### config.mk
export PLATFORM = sky130hd
export DESIGN_NAME = serial_parity_receiver
export DESIGN_NICKNAME = d
export VERILOG_FILES = /design/src/rtl/serial_parity_receiver_pkg.sv /design/src/rtl/serial_parity_receiver_acc.sv /design/src/rtl/serial_parity_receiver.sv
export SDC_FILE = /design/constraint.sdc
export NUM_CORES = 1
export LEC_CHECK = 0
export ABC_AREA = 1
export BUFFER_PORTS_ARGS = -buffer_cell sky130_fd_sc_hd__buf_2
export CORE_MARGIN = 4
export CORE_UTILIZATION = 55
export CTS_CLUSTER_SIZE = 8
export DETAILED_ROUTE_END_ITERATION = 16
export GPL_TIMING_DRIVEN = 0
export HOLD_SLACK_MARGIN = 0.05
export PLACE_DENSITY = 0.77
export SYNTH_ARGS = -nofsm -noshare
export SYNTH_HDL_FRONTEND = slang
export SYNTH_SLANG_ARGS = --single-unit
### constraint.sdc
create_clock -name clk -period 1.3 [get_ports clk]
set_input_delay 0.13 -clock clk [delete_from_list [all_inputs] [get_ports clk]]
set_output_delay 0.13 -clock clk [all_outputs]
set_load 0.05 [all_outputs]
### src/rtl/serial_parity_receiver_pkg.sv
// serial_parity_receiver_pkg: FSM state encoding and parity-sense constants shared by the serial link blocks.
package serial_parity_receiver_pkg;
  typedef enum logic [1:0] {
    S_IDLE   = 2'd0,
    S_DATA   = 2'd1,
    S_PARITY = 2'd2,
    S_STOP   = 2'd3
  } state_t;
  localparam logic PAR_EVEN = 1'b0;
  localparam logic PAR_ODD  = 1'b1;
endpackage

### src/rtl/serial_parity_receiver_acc.sv
// parity_acc: 1-bit XOR accumulator with clear and enable; clear wins over enable.
module parity_acc (
  input  logic clk,
  input  logic rst,
  input  logic i_clr,
  input  logic i_en,
  input  logic i_bit,
  output logic o_acc
);
  logic r_acc;
  always_ff @(posedge clk or posedge rst)
    if (rst) r_acc <= 1'b0;
    else if (i_clr) r_acc <= 1'b0;
    else if (i_en) r_acc <= r_acc ^ i_bit;
  assign o_acc = r_acc;
endmodule

### src/rtl/serial_parity_receiver.sv
// serial_parity_receiver: deserializes start/data/parity/stop frames and delivers word plus error flags on valid/ready.
module serial_parity_receiver
  import serial_parity_receiver_pkg::*;
#(
  parameter int DATA_W     = 8,
  parameter bit PARITY_ODD = 1'b0
) (
  input  logic              clk,
  input  logic              rst,
  input  logic              bit_en,
  input  logic              sin,
  output logic [DATA_W-1:0] dout,
  output logic              dout_valid,
  input  logic              dout_ready,
  output logic              parity_err,
  output logic              frame_err,
  output logic              overrun,
  output logic              busy
);
  localparam int CW = $clog2(DATA_W + 1);
  state_t            r_state, w_next;
  logic [DATA_W-1:0] r_shreg, r_dout;
  logic [DATA_W:0]   w_shift;
  logic [CW-1:0]     r_cnt;
  logic              r_perr, w_acc;
  logic              r_dout_valid, r_parity_err, r_frame_err, r_overrun;
  logic              w_start, w_data, w_parity, w_commit, w_block, w_last;
  assign w_start  = bit_en & (r_state == S_IDLE) & ~sin;
  assign w_data   = bit_en & (r_state == S_DATA);
  assign w_parity = bit_en & (r_state == S_PARITY);
  assign w_commit = bit_en & (r_state == S_STOP);
  assign w_block  = r_dout_valid & ~dout_ready;
  assign w_last   = r_cnt == CW'(DATA_W - 1);
  assign w_shift  = {sin, r_shreg};
  always_ff @(posedge clk or posedge rst)
    if (rst) r_state <= S_IDLE;
    else r_state <= w_next;
  always_comb begin
    w_next = r_state;
    if (bit_en)
      w_next = r_state == S_IDLE   ? (sin ? S_IDLE : S_DATA) :
               r_state == S_DATA   ? (w_last ? S_PARITY : S_DATA) :
               r_state == S_PARITY ? S_STOP : S_IDLE;
  end
  parity_acc u_acc (
    .clk   (clk),
    .rst   (rst),
    .i_clr (w_start),
    .i_en  (w_data),
    .i_bit (sin),
    .o_acc (w_acc)
  );
  always_ff @(posedge clk or posedge rst)
    if (rst) begin
      r_shreg <= '0;
      r_cnt   <= '0;
      r_perr  <= 1'b0;
    end else begin
      if (w_start) r_cnt <= '0;
      if (w_data) begin
        r_shreg <= w_shift[DATA_W:1];
        r_cnt   <= r_cnt + 1'b1;
      end
      if (w_parity) r_perr <= w_acc ^ sin ^ PARITY_ODD;
    end
  // A full, unaccepted output register drops the new frame and flags it instead.
  always_ff @(posedge clk or posedge rst)
    if (rst) begin
      r_dout       <= '0;
      r_dout_valid <= 1'b0;
      r_parity_err <= 1'b0;
      r_frame_err  <= 1'b0;
      r_overrun    <= 1'b0;
    end else begin
      r_overrun <= w_commit & w_block;
      if (w_commit && !w_block) begin
        r_dout       <= r_shreg;
        r_parity_err <= r_perr;
        r_frame_err  <= ~sin;
        r_dout_valid <= 1'b1;
      end else if (r_dout_valid && dout_ready) r_dout_valid <= 1'b0;
    end
  assign dout       = r_dout;
  assign dout_valid = r_dout_valid;
  assign parity_err = r_parity_err;
  assign frame_err  = r_frame_err;
  assign overrun    = r_overrun;
  assign busy       = r_state != S_IDLE;
endmodule

# Word-level counts from Yosys, hierarchy flattened
# Cells that the tools add are included.
[op_classes]
add_sub_neg = 1
eq_ne = 4
mux = 11
n_bitwise = 10
n_reduce_logical = 7
[op_table]
columns = ["operator", "count"]
rows = [
  ["$mux 2", 4],
  ["$mux 4", 2],
  ["$and 1x1->1", 7],
  ["$reduce_bool 2->1", 3],
  ["$mux 1", 5],
  ["$add 4x1->4 const B", 1],
  ["$eq 2x2->1 const B", 2],
  ["$eq 4x3->1 const B", 1],
  ["$eq 2x1->1 const B", 1],
  ["$logic_and 1x1->1", 2],
  ["$logic_not 2->1", 1],
  ["$not 1->1", 2],
  ["$logic_not 1->1", 1],
  ["$xor 1x1->1", 1],
]
[word_totals]
register_bits = 28
inputBits = 5
out_inout_bits = 13
word_cells = 43

# Depth between registers and ports, before layout
# Gate-level depths: netlist of the first run.
[logic_depth]
depth_word = 5
depth_mapped = 6
depth_no_buf = 6

# Cells and area by module
# A second synthesis of the first run with hierarchy kept.
[hier_totals]
cells_unflattened = 135
hier_area_um2 = 1276.2
[by_module_without_submodules]
columns = ["module", "n_inst", "cells_each", "area_each_um2", "seq_area_each_um2"]
rows = [
  ["serial_parity_receiver", 1, 128, 1226.2, 675.6],
  ["parity_acc", 1, 7, 50.0, 25.0],
]

# Worst setup path before layout of the first run
# Ideal clock, no wire load.
[synth_path]
path_kind = "register to register"
start = "register r_dout_valid (netlist: dout_valid)"
end = "register r_dout[0] (netlist: dout[0])"
setup_ns = 0.065
arrival_time_ns = 1.178
required_ns = 1.235
path_slack_ns = 0.057
stages_incl_launch_ff = 6
path_buffers = 1
synth_period_minus_slack_ns = 1.243
path_cell_list = "dfrtp_1 -> nand2_1 -> nand2_1 -> buf_6 -> nand2_1 -> nand2_1"
[synth_via]
elab_chain_cells = 3
[synth_rtl]
columns = ["element", "line", "text"]
rows = [
  ["start, declared", "serial_parity_receiver.sv:26", "logic r_dout_valid, r_parity_err, r_frame_err, r_overrun;"],
  ["start signal, assigned", "serial_parity_receiver.sv:70", "r_dout_valid <= 1'b0;"],
  ["start signal, assigned", "serial_parity_receiver.sv:80", "r_dout_valid <= 1'b1;"],
  ["start signal, assigned", "serial_parity_receiver.sv:81", "end else if (r_dout_valid && dout_ready) r_dout_valid <= 1'b0;"],
  ["$and 1x1->1", "serial_parity_receiver.sv:32", "assign w_block = r_dout_valid & ~dout_ready;"],
  ["$logic_not 1->1", "serial_parity_receiver.sv:76", "if (w_commit && !w_block) begin"],
  ["$logic_and 1x1->1", "serial_parity_receiver.sv:76", ""],
  ["end signal, assigned", "serial_parity_receiver.sv:77", "r_dout <= r_shreg;"],
  ["end, declared", "serial_parity_receiver.sv:22", "logic [DATA_W-1:0] r_shreg, r_dout;"],
]
# Every way passes these cells.
# A chain may end at the register's enable or synchronous reset.

# Worst setup path after layout of the first run
[layout_path]
start = "register r_state[1]"
end = "register r_cnt[1]"
[layout_via]
elab_chain_cells = 4
elab_cells_between_ends = 7
classes_between = "eq/ne (1); mux (1); bitwise (3); reduce/logical (2)"
[layout_rtl]
columns = ["element", "line", "text"]
rows = [
  ["start, declared", "serial_parity_receiver.sv:21", "state_t r_state, w_next;"],
  ["start signal, assigned", "serial_parity_receiver.sv:37", "else r_state <= w_next;"],
  ["$logic_not 2->1", "serial_parity_receiver.sv:28", "assign w_start = bit_en & (r_state == S_IDLE) & ~sin;"],
  ["$and 1x1->1 (2 in series)", "serial_parity_receiver.sv:28", ""],
  ["$reduce_bool 2->1 (no line)", "--", ""],
  ["end signal, assigned", "serial_parity_receiver.sv:62", "r_cnt <= r_cnt + 1'b1;"],
  ["end, declared", "serial_parity_receiver.sv:24", "logic [CW-1:0] r_cnt;"],
]
# Parallel ways exist; a longest one is shown, timed or not.

==> results of run 1 <==
path summary, 6_finish.rpt:
kind / startpoint / cells past startpoint / slack (ps) / to
worst max register to register: r_state[1] / 6 / 30 / r_cnt[1]
min in group clk: bit_en / 3 / 80 / r_state[0]
worst min-delay path: rst / 2 / 20 / dout[3]
worst min register to register: dout[5] / 2 / 500 / dout[5]
worst max-delay path: r_state[1] / 6 / 30 / r_cnt[1]
max in group asynchronous: rst / 2 / 600 / r_state[0]
registers in the layout (all words and copies together) (netlist names):
signal	cells
dout_valid	1
r_cnt	4
parity_err	1
r_shreg	8
r_state	2
overrun	1
r_perr	1
frame_err	1
u_acc.o_acc	1
dout	8
power breakdown:
group	switching [uW]	leakage (uW)	internal, uW
registers	174	0.000369	1120
logic	685	0.000411	368
clock network	248	0.0000279	312
final cells by class:
| class | instances | area [um2] |
|---|---|---|
| plain buffers | 4 | 48.80 |
| clock buffers | 3 | 22.52 |
| clock inverters | 1 | 30.03 |
| fillers | 172 | 673.1 |
| inverters | 16 | 60.06 |
| multi-input cells | 83 | 469.2 |
| flip-flops and latches | 28 | 703.2 |
| well taps | 28 | 35.03 |
| repair buffers | 22 | 148.9 |
synth_stat cells (all sizes together):
master	n	area (um2)
dfrtp	28	700.7
or2	2	12.52
buf	4	45.04
nor3	1	5.000
xor2	1	8.760
nand4	1	6.260
inv	16	60.05
o21ai	21	172.7
ha	1	12.51
nand3	11	55.05
nand2	40	155.1
nor2	5	23.77
kinds of logic (layout without fill, tap and decap cells):
logic type	count (synthesis)	count (layout)	synth area share (%)
xor gates and xnor gates	1	1	0.6966
DFF	28	28	55.72
AOI/OAI and AO/OA	21	21	13.73
and+or+nand+nor	60	60	20.50
adders and majority gates	1	1	0.9949
buffers and inverters	20	46	8.357
what timing repair did:
item                       in CTS  in global routing
hold buffers                    1                  0
gates cloned                    0                  1
setup endpoints to repair       1                  4
pin swaps                       0                  0
gates resized for setup         4                  6
buffers inserted                3                  0
hold endpoints to repair       17                  0
routing by layer:
metal  part of all wire, %  vias up  wire length [um]  GRT usage, %
met2                    50       33              1212         27.70
met3                   6.1       11               147         3.248
li1                      -      471                 -             -
met4                   3.8        0                91         8.814
met1                    40      452               965         19.27
met5                     0        -                 0             0
cell usage in the layout (no fill, tap or decap):
cell and count:
sky130_fd_sc_hd__xor2_1 1, sky130_fd_sc_hd__o21ai_0 3, sky130_fd_sc_hd__nand4_1 1, sky130_fd_sc_hd__nor2_4 1, sky130_fd_sc_hd__nand3_1 11, sky130_fd_sc_hd__nor2_1 1
sky130_fd_sc_hd__ha_1 1, sky130_fd_sc_hd__o21ai_2 18, sky130_fd_sc_hd__clkbuf_4 3, sky130_fd_sc_hd__nand2_4 1, sky130_fd_sc_hd__nor3_1 1, sky130_fd_sc_hd__buf_2 16
sky130_fd_sc_hd__dfrtp_1 26, sky130_fd_sc_hd__clkbuf_16 1, sky130_fd_sc_hd__nand2_2 2, sky130_fd_sc_hd__nand2_1 37, sky130_fd_sc_hd__dfrtp_2 2, sky130_fd_sc_hd__bufinv_16 1
sky130_fd_sc_hd__buf_6 4, sky130_fd_sc_hd__nor2_2 3, sky130_fd_sc_hd__inv_1 15, sky130_fd_sc_hd__or2_2 1, sky130_fd_sc_hd__inv_2 1, sky130_fd_sc_hd__dlygate4sd3_1 1
sky130_fd_sc_hd__buf_8 1, sky130_fd_sc_hd__or2_0 1, sky130_fd_sc_hd__buf_4 3
worst max-delay path: stages (launching register included):
cell and delay, ps:
sky130_fd_sc_hd__dfrtp_2 460, sky130_fd_sc_hd__buf_4 160, sky130_fd_sc_hd__nor2_2 160, sky130_fd_sc_hd__nand2_4 110, sky130_fd_sc_hd__buf_8 150, sky130_fd_sc_hd__nand3_1 70
sky130_fd_sc_hd__nand2_1 60
metrics by stage:
step	setup WS [ps]	TNS (ps)	area, um2	util, %	total power, uW
2_1_floorplan	57.08	0	1257	-	2070
3_3_place_gp	141.7	0	1378	62.88	2231
3_5_place_dp	115.6	0	1378	62.88	2282
4_1_cts	5.929	0	1470	67.10	2890
5_1_grt	-20.27	-56.55	1518	69.27	3097
6_report	33.55	0	1518	69.27	2911
==> parameters.txt, run 1 <==
Parameter                              Value

Setup path
  Required time at the endpoint of the critical path ... 1530 ps
  Kind of capture point of the worst setup path ... register
  Arrival time of the worst setup path ... 1500 ps
  Critical path start-end classification ... register to register
  Launching element type of the critical path ... register
  CP max FO ... 6

Drt
  Number of antenna-violating nets in the routed design ... 0
  Total Wirelength ... 2.417 mm
  Via count ... 967
  Starting DRT DRC Count ... 28
  Post-route DRC violation count ... 0
  Ratio of routed vias to standard cells ... 5.227
  Total iterations of the first detailed-routing run ... 4
  Routed wire length per instance ... 13.06 um

Global route
  Global-route wire length before repair ... 4.002 mm
  Total grt overflow ... 0
  Number of antenna violations at the first check in global routing ... 0
  GRT Resource Usage Total ... 16.28%
  Pin count of the biggest net entering global routing ... 29
  Via count of the first global-routing pass ... 946

CTS
  Clock transition at path regs ... 140 ps
  CTS Buf Count ... 3
  CTS tree ... built
  Clock latency of the later-clocked register in the worst-skew pair ... 330 ps
  Level count of the clock H-tree ... 1
  CTS Sinks ... 28
  Clock Root Buffer ... sky130_fd_sc_hd__clkbuf_4
  Maximum root-to-sink buffer count ... 2

Pwr
  Largest vdd supply drop ... 0.001176 V
  Power Dens Cells ... 1918 nW/um2
  Leakage power ... 0.0008080 uW

Placement
  Count of buffers inserted at the top-level ports ... 17
  Cell count after placement ... 176
  Post-DP HPWL ... 1.670 mm
  RD Place Congestion ... 0.7870

Timing
  Final worst clock skew ... 8.056 ps
  Final critical path time including I/O delays and setup ... 1266 ps
  Final hold slack ... 21.69 ps
  Slew Limit Fails ... 0
  Transition time at the pin with the least slew margin ... 1025 ps
  Fraction of the cycle the final worst path needs ... 97.42%
  RSZ-0062 raised after global routing ... yes
  Worst relative slew slack ... 31.58%
  Hold Vio Cnt, Final ... 0
  Total setup violations reported at the end of the flow ... 0
  Maximum clock frequency ... 0.7896 GHz

Finish
  Antenna fix cells ... 0
  Layout net count ... 164
  Area growth from synthesis to layout ... 20.70%
  Post-route non-filler standard cell count ... 185
  Fraction of final layout cells sized beyond drive strength 1 ... 36.94%

Die
  Height of the chip ... 55.82 um
  Die Span X ... 55.82 um
  Full die area ... 3115 um2
  Core region area ... 2191 um2
  Initial cell density of the core ... 57.40%
  Top-level I/O count ... 18
  Placement Rows ... 17

Yosys
  Synth Warn # ... 0
  Number of distinct library cells after synthesis ... 17
  Synthesized cell area ... 1257 um2
  Share of synthesized area occupied by flip-flops and latches ... 55.72%
  Synth Instances ... 131
  Average size of a mapped cell ... 9.599 um2
  Number of synthesized register bits ... 28
  Post-synthesis net count ... 137

Job
  MaxCap Viol Count ... 0

Worst hold path
  Class of the tightest hold or removal check ... input port to asynchronous set/reset pin

Outcome
  Outcome ... finished, final reports clean
(Power assumes the default switching activity.)
==> run 2: changes to the inputs <==
--- a/config.mk
+++ b/config.mk
@@ -8,12 +8,11 @@
 export ABC_AREA = 1
 export BUFFER_PORTS_ARGS = -buffer_cell sky130_fd_sc_hd__buf_2
 export CORE_MARGIN = 4
-export CORE_UTILIZATION = 55
+export CORE_UTILIZATION = 35
 export CTS_CLUSTER_SIZE = 8
 export DETAILED_ROUTE_END_ITERATION = 16
-export GPL_TIMING_DRIVEN = 0
+export GPL_TIMING_DRIVEN = 1
 export HOLD_SLACK_MARGIN = 0.05
-export PLACE_DENSITY = 0.77
 export SYNTH_ARGS = -nofsm -noshare
 export SYNTH_HDL_FRONTEND = slang
 export SYNTH_SLANG_ARGS = --single-unit
==> run 2 against run 1 <==
  * Clock power decreased by 25%
  * Critical path depth fell by 3
  * Global-route usage fell by 5.4 points
  * Sequential share of layout area increased by 0.34 points
  * Sequential power about the same
  * Die area grew 48%
  * Clock skew about the same
  * Critical path type is now register to output port
  * Largest cell class unchanged
  * Largest power group unchanged
==> parameters.txt, run 2 (same netlist as run 1, synthesis figures left out) <==
Parameter                              Value

Finish
  Antenna fix cells ... 0 (unchanged)
  Post-route non-filler standard cell count ... 202 (+9.2%)
  Layout net count ... 163 (-0.61%)
  Area growth from synthesis to layout ... 19.40%
  Final core utilization ... 43.96% (-25 points)
  Fraction of final layout cells sized beyond drive strength 1 ... 33.97% (-3.0 points)
  Most frequent cells in the layout ... sky130_fd_sc_hd__nand2_1, sky130_fd_sc_hd__dfrtp_1, sky130_fd_sc_hd__o21ai_2, sky130_fd_sc_hd__buf_2, sky130_fd_sc_hd__inv_1
  Most common library cell in the layout ignoring fill and taps ... sky130_fd_sc_hd__nand2_1

Placement
  RD Place Congestion ... 0.7282 (-7.5%)
  Post-DP HPWL ... 1.564 mm (-6.4%)
  Cell count after placement ... 193 (+9.7%)
  Count of buffers inserted at the top-level ports ... 17 (unchanged)

Setup path
  Arrival time of the worst setup path ... 1110 ps (-390 ps)
  Kind of capture point of the worst setup path ... output port
  Critical path start-end classification ... register to output port
  Launching element type of the critical path ... register
  CP max FO ... 3 (-3)
  Required time at the endpoint of the critical path ... 1170 ps (-360 ps)

Global route
  GRT Resource Usage Total ... 10.87% (-5.4 points)
  Via count of the first global-routing pass ... 867 (-8.4%)
  Number of antenna violations at the first check in global routing ... 0 (unchanged)
  Global-route wire length before repair ... 3.795 mm (-5.2%)
  Total grt overflow ... 0 (unchanged)
  Pin count of the biggest net entering global routing ... 29 (unchanged)

Drt
  Ratio of routed vias to standard cells ... 4.470 (-14%)
  Starting DRT DRC Count ... 37 (+32%)
  Via count ... 903 (-6.6%)
  Number of antenna-violating nets in the routed design ... 0 (unchanged)
  Post-route DRC violation count ... 0 (unchanged)
  Total iterations of the first detailed-routing run ... 2 (-2)
  Total Wirelength ... 2.179 mm (-9.8%)
  Routed wire length per instance ... 10.79 um (-17%)

Timing
  Sum Neg Setup Slack ... 0 ps (unchanged)
  RSZ-0062 raised after global routing ... yes
  Final worst clock skew ... 8.401 ps (+0.3442 ps)
  Hold Vio Cnt, Final ... 0 (unchanged)
  Total setup violations reported at the end of the flow ... 0 (unchanged)
  Worst relative slew slack ... 77.01% (+45 points)
  Maximum clock frequency ... 0.8046 GHz (+1.9%)
  Transition time at the pin with the least slew margin ... 344.8 ps (-680.4 ps)
  Final critical path time including I/O delays and setup ... 1243 ps (-23.53 ps)
  Slew Limit Fails ... 0 (unchanged)
  Fraction of the cycle the final worst path needs ... 95.61% (-1.8 points)

Die
  Placement Rows ... 21 (+4)
  Full die area ... 4616 um2 (+48%)
  Top-level I/O count ... 18 (unchanged)
  Core region area ... 3416 um2 (+56%)
  Die Span X ... 67.94 um (+22%)
  Height of the chip ... 67.94 um (+22%)
  Initial cell density of the core ... 36.81% (-21 points)

CTS
  Clock Root Buffer ... sky130_fd_sc_hd__clkbuf_4
  CTS Sinks ... 28 (unchanged)
  Clock transition at path regs ... 150 ps (about the same)
  Level count of the clock H-tree ... 1 (unchanged)
  Clock latency of the later-clocked register in the worst-skew pair ... 320 ps (about the same)
  Maximum root-to-sink buffer count ... 2 (unchanged)
  CTS tree ... built
  CTS Buf Count ... 3 (unchanged)

Pwr
  Proportion of power drawn by flip-flops and latches ... 47.6% (+3.0 points)
  Power Dens Cells ... 1805 nW/um2 (-5.9%)
  Net switching fraction of the power ... 39.89% (+1.9 points)
  Clock share of power ... 15.5% (-3.8 points)
  Largest vdd supply drop ... 0.0006530 V (-44%)
  Leakage power ... 0.0007929 uW (-1.9%)
  Internal power contribution ... 1629 uW (-9.7%)
  Net switching power figure ... 1081 uW (-2.3%)
  Combinational fraction of design power ... 36.9% (+0.7 points)

Worst hold path
  Class of the tightest hold or removal check ... input port to register

Job
  MaxCap Viol Count ... 0 (unchanged)

Outcome
  Outcome ... finished, final reports clean
==> run 2: final cells by class <==
| type | instances | area [um2] |
|---|---|---|
| Multi-Input combinational cell | 83 | 471.7 |
| Timing Repair Buffer | 25 | 175.2 |
| Fill cell | 355 | 1914 |
| Clock buffer | 4 | 36.28 |
| Sequential cell | 28 | 700.7 |
| Tap cell | 46 | 57.56 |
| Inverter | 16 | 60.06 |
==> run 2: repair_timing <==
item	4_1_cts	5_1_grt
setup endpoints to repair	1	15
hold buffers	2	0
setup buffers	3	0
gates resized for setup	0	5
hold endpoints to repair	29	0
==> run 2: path summary, 6_finish.rpt <==
check	from	to	slack [ps]	cells after the start
setup / recovery	r_state[0]	busy	60	3
hold / removal	bit_en	r_state[0]	70	3
setup reg to reg	r_state[0]	u_acc.o_acc	80	7
hold reg to reg	dout[5]	dout[5]	490	2
max in group asynchronous	rst	r_cnt[1]	660	4
min in group asynchronous	rst	r_shreg[1]	380	4
==> run 2: critical path, stage by stage (launching register included) <==
cell and delay, ps:
sky130_fd_sc_hd__dfrtp_1 430, sky130_fd_sc_hd__nor2_2 110, sky130_fd_sc_hd__inv_1 40, sky130_fd_sc_hd__buf_2 200
==> run 2: per-layer routing <==
layer / vias up / wire length [um] / GRT usage, %
li1: 466 / - / -
met5: - / 0 / 0
met2: 14 / 1044 / 17.69
met3: 2 / 106 / 3.448
met1: 421 / 1013 / 13.87
met4: 0 / 14 / 2.978
==> run 2: power groups by stage <==
stage	clock network, uW	registers, uW	logic (uW)
6_report	420	1290	1000
3_5_place_dp	0	1320	966
2_1_floorplan	0	1480	594
3_3_place_gp	0	1300	942
5_1_grt	469	1330	1110
4_1_cts	437	1290	1000
==> run 2: through the flow <==
step | power, uW | hold slack [ps] | area, um2 | setup slack, ps
after floorplan | 2070 | 195.4 | 1257 | 57.08
after global placement | 2245 | 208.5 | 1403 | 141.7
after detailed placement | 2281 | 213.8 | 1403 | 104.7
after CTS | 2731 | 57.71 | 1481 | 19.15
after global routing | 2912 | 88.33 | 1501 | -15.12
final | 2711 | 71.93 | 1501 | 57.08
==> run 3: changes to the inputs <==
--- a/config.mk
+++ b/config.mk
@@ -5,7 +5,6 @@
 export SDC_FILE = /design/constraint.sdc
 export NUM_CORES = 1
 export LEC_CHECK = 0
-export ABC_AREA = 1
 export BUFFER_PORTS_ARGS = -buffer_cell sky130_fd_sc_hd__buf_2
 export CORE_MARGIN = 4
 export CORE_UTILIZATION = 35
==> run 3 against run 2 <==
  * The flow now finishes with violations (setup timing)
  * Sequential share of layout area is 1.7 points lower
  * Combinational power is 59% higher
  * Setup slack worse by 63 ps
  * Total power is 32% higher
  * Die area is 2.2% lower
  * Clock power is 35% higher
  * Non-clock buffer count is 5 higher
  * Critical path depth is 2 higher
  * Fmax is 4.8% lower
  * Clock-buffer cell count is 1 lower
  * Synthesized cell count is 31% lower
==> parameters.txt, run 3 <==
Parameter                              Value

Outcome
  Outcome ... finished with violations
  Violated checks ... setup timing

Yosys
  Post-synthesis net count ... 96 (-30%)
  Synth top area cells ... sky130_fd_sc_hd__dfrtp_1, sky130_fd_sc_hd__mux2_4, sky130_fd_sc_hd__mux2_2
  Synth Flop Type ... sky130_fd_sc_hd__dfrtp_1
  Average size of a mapped cell ... 13.62 um2 (+42%)
  Adder and majority cell fraction of the synthesized area ... 1.020% (+0.025 points)
  Number of synthesized flops with an enable pin ... 0 (unchanged)
  Cell type contributing the most total cell area after synthesis ... sky130_fd_sc_hd__dfrtp_1
  Synth Instances ... 90 (-31%)
  Synthesized cell area ... 1226 um2 (-2.5%)
  Mux cell area share after synthesis ... 19.49% (+19 points)
  Number of distinct library cells after synthesis ... 31 (+14)
  Dominant combinational cell family by area after synthesis ... multiplexers
  Share of synthesized cell area in and, or, nand and nor gates ... 10.20% (-10 points)
  Fraction of registers with async set/reset ... 100.0% (unchanged)
  Fraction of the mapped netlist area in compound gates ... 8.061% (-5.7 points)
  Xor/xnor share of the synthesized area ... 0.7143% (+0.018 points)
  Most frequent cells after synthesis ... sky130_fd_sc_hd__dfrtp_1, sky130_fd_sc_hd__mux2_4, sky130_fd_sc_hd__mux2_2
  Synth Warn # ... 0 (unchanged)
  Number of synthesized register bits ... 28 (unchanged)
  Proportion of netlist area held by the largest area contributor ... 57.14% (+1.4 points)
  Library cell with the highest instance count after synthesis ... sky130_fd_sc_hd__dfrtp_1
  Share of synthesized area occupied by flip-flops and latches ... 57.14% (+1.4 points)

Drt
  Total Wirelength ... 2.135 mm (-2.0%)
  Ratio of routed vias to standard cells ... 4.681 (+4.7%)
  Number of antenna-violating nets in the routed design ... 0 (unchanged)
  Routed wire length per instance ... 12.86 um (+19%)
  Via count ... 777 (-14%)
  Total iterations of the first detailed-routing run ... 4 (+2)
  Post-route DRC violation count ... 0 (unchanged)
  Starting DRT DRC Count ... 24 (-35%)

Setup path
  Critical path start-end classification ... register to register
  Launching element type of the critical path ... register
  Critical path, cell by cell ... buf_4 > nand3_4 > nor2b_4 > buf_12 > mux2_4
  Kind of capture point of the worst setup path ... register
  Cell at the slowest stage of the critical path ... sky130_fd_sc_hd__dfrtp_1
  Peak per-stage delay on the critical path ... 400 ps (-30 ps)
  Required time at the endpoint of the critical path ... 1520 ps (+350 ps)
  Arrival time of the worst setup path ... 1530 ps (+420 ps)
  CP max FO ... 10 (+7)

Global route
  Pin count of the biggest net entering global routing ... 29 (unchanged)
  Number of antenna violations at the first check in global routing ... 0 (unchanged)
  Global-route wire length before repair ... 3.719 mm (-2.0%)
  Via count of the first global-routing pass ... 792 (-8.7%)
  GRT Resource Usage Total ... 10.66% (-0.21 points)
  Total grt overflow ... 0 (unchanged)

Timing
  Worst relative slew slack ... 76.24% (-0.78 points)
  Final hold slack ... 77.31 ps (+5.386 ps)
  Slew Limit Fails ... 0 (unchanged)
  Final critical path time including I/O delays and setup ... 1306 ps (+63.33 ps)
  Maximum clock frequency ... 0.7656 GHz (-4.8%)
  Fraction of the cycle the final worst path needs ... 100.5% (+4.9 points)
  Total setup violations reported at the end of the flow ... 2 (+2)
  Final worst clock skew ... 13.81 ps (+5.412 ps)
  Hold Vio Cnt, Final ... 0 (unchanged)
  RSZ-0062 raised after global routing ... yes
  Transition time at the pin with the least slew margin ... 356.5 ps (+11.66 ps)
  Final Worst Setup Slack ... -6.251 ps (-63.33 ps)

CTS
  Level count of the clock H-tree ... 1 (unchanged)
  Maximum root-to-sink buffer count ... 2 (unchanged)
  Clock transition at path regs ... 160 ps (about the same)
  CTS Buf Count ... 3 (unchanged)
  CTS tree ... built
  CTS Sinks ... 28 (unchanged)
  Clock latency of the later-clocked register in the worst-skew pair ... 330 ps (about the same)
  Clock Root Buffer ... sky130_fd_sc_hd__clkbuf_4

Placement
  Count of buffers inserted at the top-level ports ... 17 (unchanged)
  RD Place Congestion ... 0.7643 (+5.0%)
  Post-DP HPWL ... 1.427 mm (-8.7%)
  DP Area ... 1399 um2 (-0.27%)
  Cell count after placement ... 154 (-20%)

Finish
  Summed area of non-filler cells in the final layout ... 1565 um2 (+4.2%)
  Post-route non-filler standard cell count ... 166 (-18%)
  Layout net count ... 127 (-22%)
  Antenna fix cells ... 0 (unchanged)
  Most common library cell in the layout ignoring fill and taps ... sky130_fd_sc_hd__dfrtp_1
  Area growth from synthesis to layout ... 27.65%
  Fraction of final layout cells sized beyond drive strength 1 ... 49.17% (+15 points)
  Most frequent cells in the layout ... sky130_fd_sc_hd__dfrtp_1, sky130_fd_sc_hd__buf_2, sky130_fd_sc_hd__mux2_4, sky130_fd_sc_hd__buf_4, sky130_fd_sc_hd__mux2_2
  Count of filler cells inserted in the layout ... 331 (-6.8%)

Pwr
  Leakage power ... 0.0007614 uW (-4.0%)
  Power Dens Cells ... 2283 nW/um2 (+26%)
  Largest vdd supply drop ... 0.0009781 V (+50%)
  Sum of internal, switching and leakage power ... 3573 uW (+32%)

Die
  Placement Rows ... 21 (unchanged)
  Die Span X ... 67.19 um (-1.1%)
  Core region area ... 3363 um2 (-1.5%)
  Initial cell density of the core ... 36.46% (-0.35 points)
  Top-level I/O count ... 18 (unchanged)
  Full die area ... 4515 um2 (-2.2%)
  Height of the chip ... 67.19 um (-1.1%)

Worst hold path
  Class of the tightest hold or removal check ... input port to register

Job
  MaxCap Viol Count ... 0 (unchanged)
run 3: routing by layer:
layer	up-vias	global-route usage [%]	part of all wire, %	wire [um]
met3	2	2.662	3.4	73
met1	388	14.53	48	1035
met4	0	2.785	0.84	18
li1	375	-	-	-
met5	-	0	0	0
met2	12	16.93	47	1007
run 3: final cells by class:
| cell class | instances | area, um2 | area share (%) |
|---|---|---|---|
| flip-flops and latches | 28 | 703.2 | 44.92 |
| multi-input cells | 54 | 508.0 | 32.45 |
| repair buffers | 30 | 224.0 | 14.31 |
| well taps | 46 | 57.56 | 3.677 |
| clock inverters | 1 | 30.03 | 1.918 |
| clock buffers | 3 | 22.52 | 1.439 |
| inverters | 4 | 20.02 | 1.279 |
run 3: logic make-up after synthesis:
kind of cell,count (synthesis)
adders and majority gates,1
and+or+nand+nor,19
AOI/OAI and AO/OA,15
buffers and inverters,8
muxes,18
xor gates and xnor gates,1
DFF,28
run 3: repair_timing:
action	CTS	global route
resized for setup	9	4
endpoints found under the setup margin	11	19
endpoints found under the hold margin	28	0
pin swaps	0	1
hold buffers	1	0
setup buffers	3	4
run 3: power by group:
part	internal, uW	switching [uW]	leakage (uW)
clock	312	256	0.0000279
combinational	750	839	0.000383
sequential	1190	228	0.000351
run 3: worst max-delay path, delay by kind of cell, from the launching register on:
kind	cells	cell delay [ps]
and+or+nand+nor	2	230
muxes	1	300
DFF	1	400
buffers and inverters	2	280
run 3: final timing paths:
| check | from | end | slack, ps | cells past startpoint |
|---|---|---|---|---|
| max | r_state[0] | dout[7] | -6 | 5 |
| max reg2reg | r_state[0] | dout[7] | -6 | 5 |
| max in group asynchronous | rst | r_state[1] | 610 | 4 |
| min reg2reg | dout[1] | dout[1] | 530 | 1 |
| min in group asynchronous | rst | dout[4] | 390 | 4 |
| min | dout_ready | overrun | 80 | 3 |
run 3: per-stage QoR:
step           TNS (ps)  setup WS [ps]  util (%)
2_1_floorplan    -583.0         -58.30         -
3_3_place_gp          0          41.83     41.59
3_5_place_dp          0          3.491     41.59
4_1_cts          -23.94         -10.20     45.28
5_1_grt          -560.3         -46.42     46.54
6_report         -6.409         -6.251     46.54
